===== config.mk =====
export PLATFORM = sky130hd
export DESIGN_NAME = decode_unit
export DESIGN_NICKNAME = d
export VERILOG_FILES = /design/src/rtl/decode_unit_pkg.sv /design/src/rtl/decode_unit.sv
export SDC_FILE = /design/constraint.sdc
export NUM_CORES = 1
export LEC_CHECK = 0
export CORE_AREA = 2 2 47 49
export CTS_CLUSTER_SIZE = 20
export DETAILED_ROUTE_END_ITERATION = 8
export DIE_AREA = 0 0 49 51
export PLACE_DENSITY = 0.86
export RECOVER_POWER = 100
export SLEW_MARGIN = 40
export SYNTH_ARGS = -nofsm -noshare
export SYNTH_HDL_FRONTEND = slang
export SYNTH_SLANG_ARGS = --single-unit

===== constraint.sdc =====
create_clock -name clock -period 2.4 [get_ports clock]
set_input_delay 0.48 -clock clock [delete_from_list [all_inputs] [get_ports clock]]
set_output_delay 0.48 -clock clock [all_outputs]
set_load 0.005 [all_outputs]

===== src/rtl/decode_unit_pkg.sv =====
// Shared ISA definitions for the decode unit: opcodes, field ranges, state encodings.
package decode_unit_pkg;

  localparam int ISA_INSTR_W = 9;
  localparam int ISA_ADDR_W  = 8;

  // Instruction field bit ranges
  localparam int OP_MSB  = 8;
  localparam int OP_LSB  = 6;
  localparam int RD_MSB  = 5;
  localparam int RD_LSB  = 3;
  localparam int RS_MSB  = 2;
  localparam int RS_LSB  = 0;
  localparam int TGT_MSB = 5;

  // Opcodes; 3'b000..3'b100 are ALU operations
  localparam logic [2:0] OP_BR   = 3'b111;
  localparam logic [2:0] OP_BRZ  = 3'b110;
  localparam logic [2:0] OP_HALT = 3'b101;

  typedef enum logic [1:0] {
    ST_RUN   = 2'd0,
    ST_FLUSH = 2'd1,
    ST_HALT  = 2'd2
  } state_t;

  // Extract the 6-bit absolute branch target from an instruction
  function automatic logic [TGT_MSB:0] branch_target(input logic [ISA_INSTR_W-1:0] instr);
    return instr[TGT_MSB:0];
  endfunction

endpackage


===== src/rtl/decode_unit.sv =====
// Decode stage: registers each fetched instruction, splits op/rd/rs for execute,
// resolves BR/BRZ back to fetch and squashes wrong-path instructions.
// Optional feature macro: DECODE_STATS_EN adds a saturating taken-branch counter.
module decode_unit
  import decode_unit_pkg::*;
#(
  parameter int INSTR_W      = 9,
  parameter int ADDR_W       = 8,
  parameter int FLUSH_CYCLES = 1
) (
  input  logic               clock,
  input  logic               reset,
  input  logic [INSTR_W-1:0] instruction_val,
  input  logic               zero_flag,
  output logic [2:0]         op,
  output logic [2:0]         rd,
  output logic [2:0]         rs,
  output logic               dec_valid,
  output logic               branch_ctrl,
  output logic [ADDR_W-1:0]  branch_val,
`ifdef DECODE_STATS_EN
  output logic [15:0]        taken_branch_count,
`endif
  output logic               halted
);

  localparam int CNT_W = $clog2(FLUSH_CYCLES + 1);

  state_t           state, state_next;
  logic [CNT_W-1:0] cnt, cnt_next;
  logic [2:0]       op_next, rd_next, rs_next;
  logic             dec_valid_next, branch_ctrl_next, halted_next;
  logic [ADDR_W-1:0] branch_val_next;
  logic [2:0]       instr_op;

  assign instr_op = instruction_val[OP_MSB:OP_LSB];

  // Next-state and next-output decode; instruction bits are only read in RUN
  always_comb begin
    state_next       = state;
    cnt_next         = cnt;
    op_next          = op;
    rd_next          = rd;
    rs_next          = rs;
    dec_valid_next   = 1'b0;
    branch_ctrl_next = 1'b0;
    branch_val_next  = branch_val;
    halted_next      = halted;
    case (state)
      ST_RUN: begin
        case (instr_op)
          OP_BR: begin
            branch_ctrl_next = 1'b1;
            branch_val_next  = ADDR_W'(branch_target(instruction_val));
            cnt_next         = CNT_W'(FLUSH_CYCLES);
            state_next       = ST_FLUSH;
          end
          OP_BRZ: begin
            if (zero_flag) begin
              branch_ctrl_next = 1'b1;
              branch_val_next  = ADDR_W'(branch_target(instruction_val));
              cnt_next         = CNT_W'(FLUSH_CYCLES);
              state_next       = ST_FLUSH;
            end else begin
              state_next = ST_RUN;
            end
          end
          OP_HALT: begin
            halted_next = 1'b1;
            state_next  = ST_HALT;
          end
          default: begin
            dec_valid_next = 1'b1;
            op_next        = instr_op;
            rd_next        = instruction_val[RD_MSB:RD_LSB];
            rs_next        = instruction_val[RS_MSB:RS_LSB];
          end
        endcase
      end
      ST_FLUSH: begin
        cnt_next = cnt - CNT_W'(1);
        if (cnt == CNT_W'(1)) begin
          state_next = ST_RUN;
        end else begin
          state_next = ST_FLUSH;
        end
      end
      ST_HALT: begin
        halted_next = 1'b1;
        state_next  = ST_HALT;
      end
      default: begin
        state_next = ST_RUN;
        cnt_next   = '0;
      end
    endcase
  end

  // State, squash counter and registered outputs
  always_ff @(posedge clock or posedge reset) begin
    if (reset) begin
      state       <= ST_RUN;
      cnt         <= '0;
      op          <= 3'd0;
      rd          <= 3'd0;
      rs          <= 3'd0;
      dec_valid   <= 1'b0;
      branch_ctrl <= 1'b0;
      branch_val  <= '0;
      halted      <= 1'b0;
    end else begin
      state       <= state_next;
      cnt         <= cnt_next;
      op          <= op_next;
      rd          <= rd_next;
      rs          <= rs_next;
      dec_valid   <= dec_valid_next;
      branch_ctrl <= branch_ctrl_next;
      branch_val  <= branch_val_next;
      halted      <= halted_next;
    end
  end

`ifdef DECODE_STATS_EN
  // Saturating count of taken branches, stepping together with the branch_ctrl pulse
  always_ff @(posedge clock or posedge reset) begin
    if (reset) begin
      taken_branch_count <= 16'd0;
    end else if (branch_ctrl_next && (taken_branch_count != 16'hFFFF)) begin
      taken_branch_count <= taken_branch_count + 16'd1;
    end else begin
      taken_branch_count <= taken_branch_count;
    end
  end
`endif

endmodule

* Word-level counts from Yosys, hierarchy flattened
Index checks and enable logic that the tools add are counted.
Widths: inputs -> output; s select.
** Operators by class
- $add $sub $neg :: 1
- Eq/ne operators :: 10
- Muxes and demuxes :: 16
- Bitwise gates (word level) :: 2
- Reductions and logical operators :: 8
** Operators with widths (count)
- $pmux 8 s2 :: 1
- $pmux 2 s3 :: 2
- $eq 3x3->1 const B :: 3
- $mux 1 :: 8
- $mux 8 :: 1
- $pmux 1 s2 :: 3
- $reduce_and 3->1 :: 2
- $ne 4x1->1 const B :: 1
- $reduce_and 2->1 :: 2
- $reduce_bool 2->1 :: 2
- $ne 3x1->1 const B :: 1
- $ne 3x3->1 const B :: 1
- $pmux 1 s3 :: 1
- $reduce_or 3->1 :: 1
- $eq 2x1->1 const B :: 1
- $eq 2x2->1 const B :: 1
- $logic_not 2->1 :: 1
- $ne 2x1->1 const B :: 1
- $ne 2x2->1 const B :: 1
- $not 1->1 :: 2
- $sub 1x1->1 const B :: 1
** Storage, ports and cells
- Bits in registers :: 23
- Output and inout port bits :: 20

* Longest topological paths before layout
- Depth after elaboration :: 4
- Gate-level depth with buffers :: 4
- Depth with buffers taken out :: 3

* Worst setup path before layout
OpenSTA, ideal clock, no wires.
- Kind :: input to register
- Start :: input instruction_val[6]
- End :: register branch_val[0]
- Setup time :: 125 ps
- Arrival :: 1195 ps
- Data required time :: 2275 ps
- Path slack :: 1080 ps
- Cell stages on the path :: 3
- Cells stage by stage :: o211ai_2 > nor3_4 > mux2_2
** Between the ends
- Longest elaborated chain between the ends :: 3
- Elaborated cells between the ends (all ways) :: 6
- Those cells by class :: eq/ne (3); mux (1); reduce/logical (2)
** RTL lines
- start, declared :: line decode_unit.sv:13 : input logic [INSTR_W-1:0] instruction_val,
- $eq 3x3->1 :: line decode_unit.sv:51 : case (instr_op)
- $ne 2x2->1 (no source line) or $reduce_bool 2->1 (tied branches)
- $reduce_and 3->1 (no source line)
- end signal, assigned :: line decode_unit.sv:119 : branch_val <= branch_val_next;
- end, declared :: line decode_unit.sv:20 : output logic [ADDR_W-1:0] branch_val,
Several ways; a longest one is shown, not always the timed one.
A chain may end at the register's enable or synchronous reset.

* Final worst setup path
- Start :: input instruction_val[8]
- End :: register branch_val[2]
Same word-level chain as after synthesis.

==> reports/results.txt <==
Outcome: completed
Final Cell Area: 0.00117 sq mm
Worst-path maximum fanout: 7
Final nets: 106
Initial core utilization: 0.406
Critical path arrival: 2.00 ns
Min Tclk post-route: 1.80 ns
Critical-path top delay cell: dlygate4sd3_1
Critical Path Source Type: input pin
Ys Warns: 0
CTS buffer count: 3
Final wirelength: 1.54 mm
Seq cells post-synth: 21
Drt via density: 4.71
Slew margin rel.: 0.499
Largest net degree at the start of global routing: 22
Port Buf Inserts: 29
CP peak stage delay: 0.62 ns
Chip height: 51 microns
Avg Inst Size Synth: 13.5 sq um
Post-CTS resize count: 0
Maximum clock rate: 0.556 GHz
Initial antenna violation count: 0
Final Hold Vio Count: 0
Worst Slack Setup Final: 0.600 ns
Clock skew: 0.00339 ns
Cells after Synth: 62
CTS tree: yes
First-pass GRT wire length: 2.62 mm
# rows: 17
Final HPWL DP: 1.19 mm
Slew Viols, Final: 0
Placed instance area: 0.00115 sq mm
Netlist Area Pre-Place: 837 sq um
Chip width: 49 microns
Final ANT Viol Nets: 0
Final GP Congestion: 0.753
Worst EP required: 2.60 ns
Worst-skew pair later-pin latency: 0.30 ns
Total track usage: 0.142
I/O Pins: 32
Setup Buffers After CTS: 0
H-tree Lvls: 1
Setup crit end kind: flop
Min-delay worst type: flop to flop
Hold buffer count at cts: 0
Sequential share of the synthesized area: 0.628
Worst-margin pin slew: 0.751 ns
Period utilization: 0.750
DRC: 0
Die area: 0.00250 sq mm
1st-iter DRT viols: 2
Post-placement setup slack: 0.380 ns
Max cap viols: 0
Worst path cell trace: dlygate4sd3_1 -> o211ai_1 -> nor3_4 -> mux2_2
CTS max path bufs: 2
Clock Pin Slew Worst Setup and Hold Paths: 0.11 ns
Setup TNS: 0 ns
Number of global-route vias before repair: 594
Vias: 570
Static leakage: 0.497 nW
Setup-failing EPs final: 0
Area Growth Syn to Fin: 39.3%
N_diodes: 0
Wirelength per Cell: 12.7 microns
Pwr dens: 1090 mW/mm^2
Pre-antenna DRT Iters: 2
Synth unique cells: 16
RSZ-0062 raised after global routing: no
Max VDD drop: 0.778 mV
Layout cell share with drive strength beyond 1: 0.215
CP Class: input pin to flop
Placeable Area: 0.00206 sq mm
Final Util: 0.565
Gr ovfl total: 0
Clk sinks: 21
Root buffer cell: clkbuf_4
## stage by stage
stage | total power, mW | std cells | hold WS [ns]
global route | 1.37 | 121 | 0.510
detailed placement | 1.19 | 117 | 0.460
floorplan | 0.841 | 63 | 0.457
CTS | 1.36 | 121 | 0.488
global placement | 1.16 | 117 | 0.456
finish | 1.27 | 121 | 0.474
## final timing paths
| check | startpoint | to | slack (ns) | cells after the start |
|---|---|---|---|---|
| min | halted | halted | 0.47 | 1 |
| min in group asynchronous | reset | rd[2] | 0.73 | 2 |
| max reg2reg | state[1] | rs[1] | 1.02 | 3 |
| max | instruction_val[8] | branch_val[2] | 0.60 | 4 |
| min reg2reg | halted | halted | 0.47 | 1 |
| max in group asynchronous | reset | cnt | 1.20 | 2 |
## critical path: cells and delay by family
| family | cells | cell delay [ns] |
|---|---|---|
| buffers and inverters | 1 | 0.62 |
| muxes | 1 | 0.38 |
| and+or+nand+nor | 1 | 0.32 |
| AOI/OAI and AO/OA | 1 | 0.20 |
## power breakdown
part | switching (mW) | internal [mW]
sequential | 0.0960 | 0.511
clock | 0.104 | 0.0622
combinational | 0.175 | 0.324
total | 0.375 | 0.897
## cells in the mapped netlist, drive strengths merged
cell / count / share of area
a21oi: 5 / 0.030
conb: 1 / 0.0045
nand3b: 1 / 0.0090
buf: 2 / 0.018
dfrtp: 21 / 0.63
clkbuf: 1 / 0.0060
or2: 1 / 0.0075
o21ai: 1 / 0.0060
nor3: 2 / 0.025
a2111oi: 1 / 0.010
inv: 4 / 0.018
nor2: 6 / 0.027
mux2: 14 / 0.19
o211ai: 1 / 0.015
nand2: 1 / 0.0075
## layer usage
metal  track usage  part of all wire
met3        0.0351             0.071
met5             0                 0
met1         0.165              0.42
met2         0.237              0.50
met4        0.0857             0.011
## cell usage in the layout, fill, tap and decap left out, drive strengths merged
cell type,synthesis,final
a2111oi,1,1
a21oi,5,5
clkbuf,1,3
clkdlybuf4s50,0,7
clkinv,0,1
conb,1,2
dfrtp,21,21
dlygate4sd3,0,22
inv,4,4
mux2,14,14
nand2,1,1
nand3b,1,1
nor2,6,6
nor3,2,2
o211ai,1,1
o21ai,1,1
or2,1,1
## sequential cells by signal, indices dropped and copies added (netlist names)
signal / count
halted: 1
rs: 3
op: 3
branch_val: 6
cnt: 1
state: 2
dec_valid: 1
branch_ctrl: 1
rd: 3
## area by class of cell
type	instances	area (sq um)
Fill cell	180	897
Sequential cell	21	526
Timing Repair Buffer	29	290
Multi-Input combinational cell	35	273
Tap cell	28	35.0
Clock buffer	3	22.5
Inverter	4	15.0
Clock inverter	1	5.00
## cells by family after synthesis
family                 after synthesis  share of synthesized area
AO/OA/AOI/OAI                        8                     0.0613
buffers and inverters                7                     0.0418
AND/OR/NAND/NOR                     11                     0.0762
multiplexers                        14                      0.188
other                                1                    0.00448
flip-flops                          21                      0.628
Note: power is estimated with default switching activity, not from simulation.
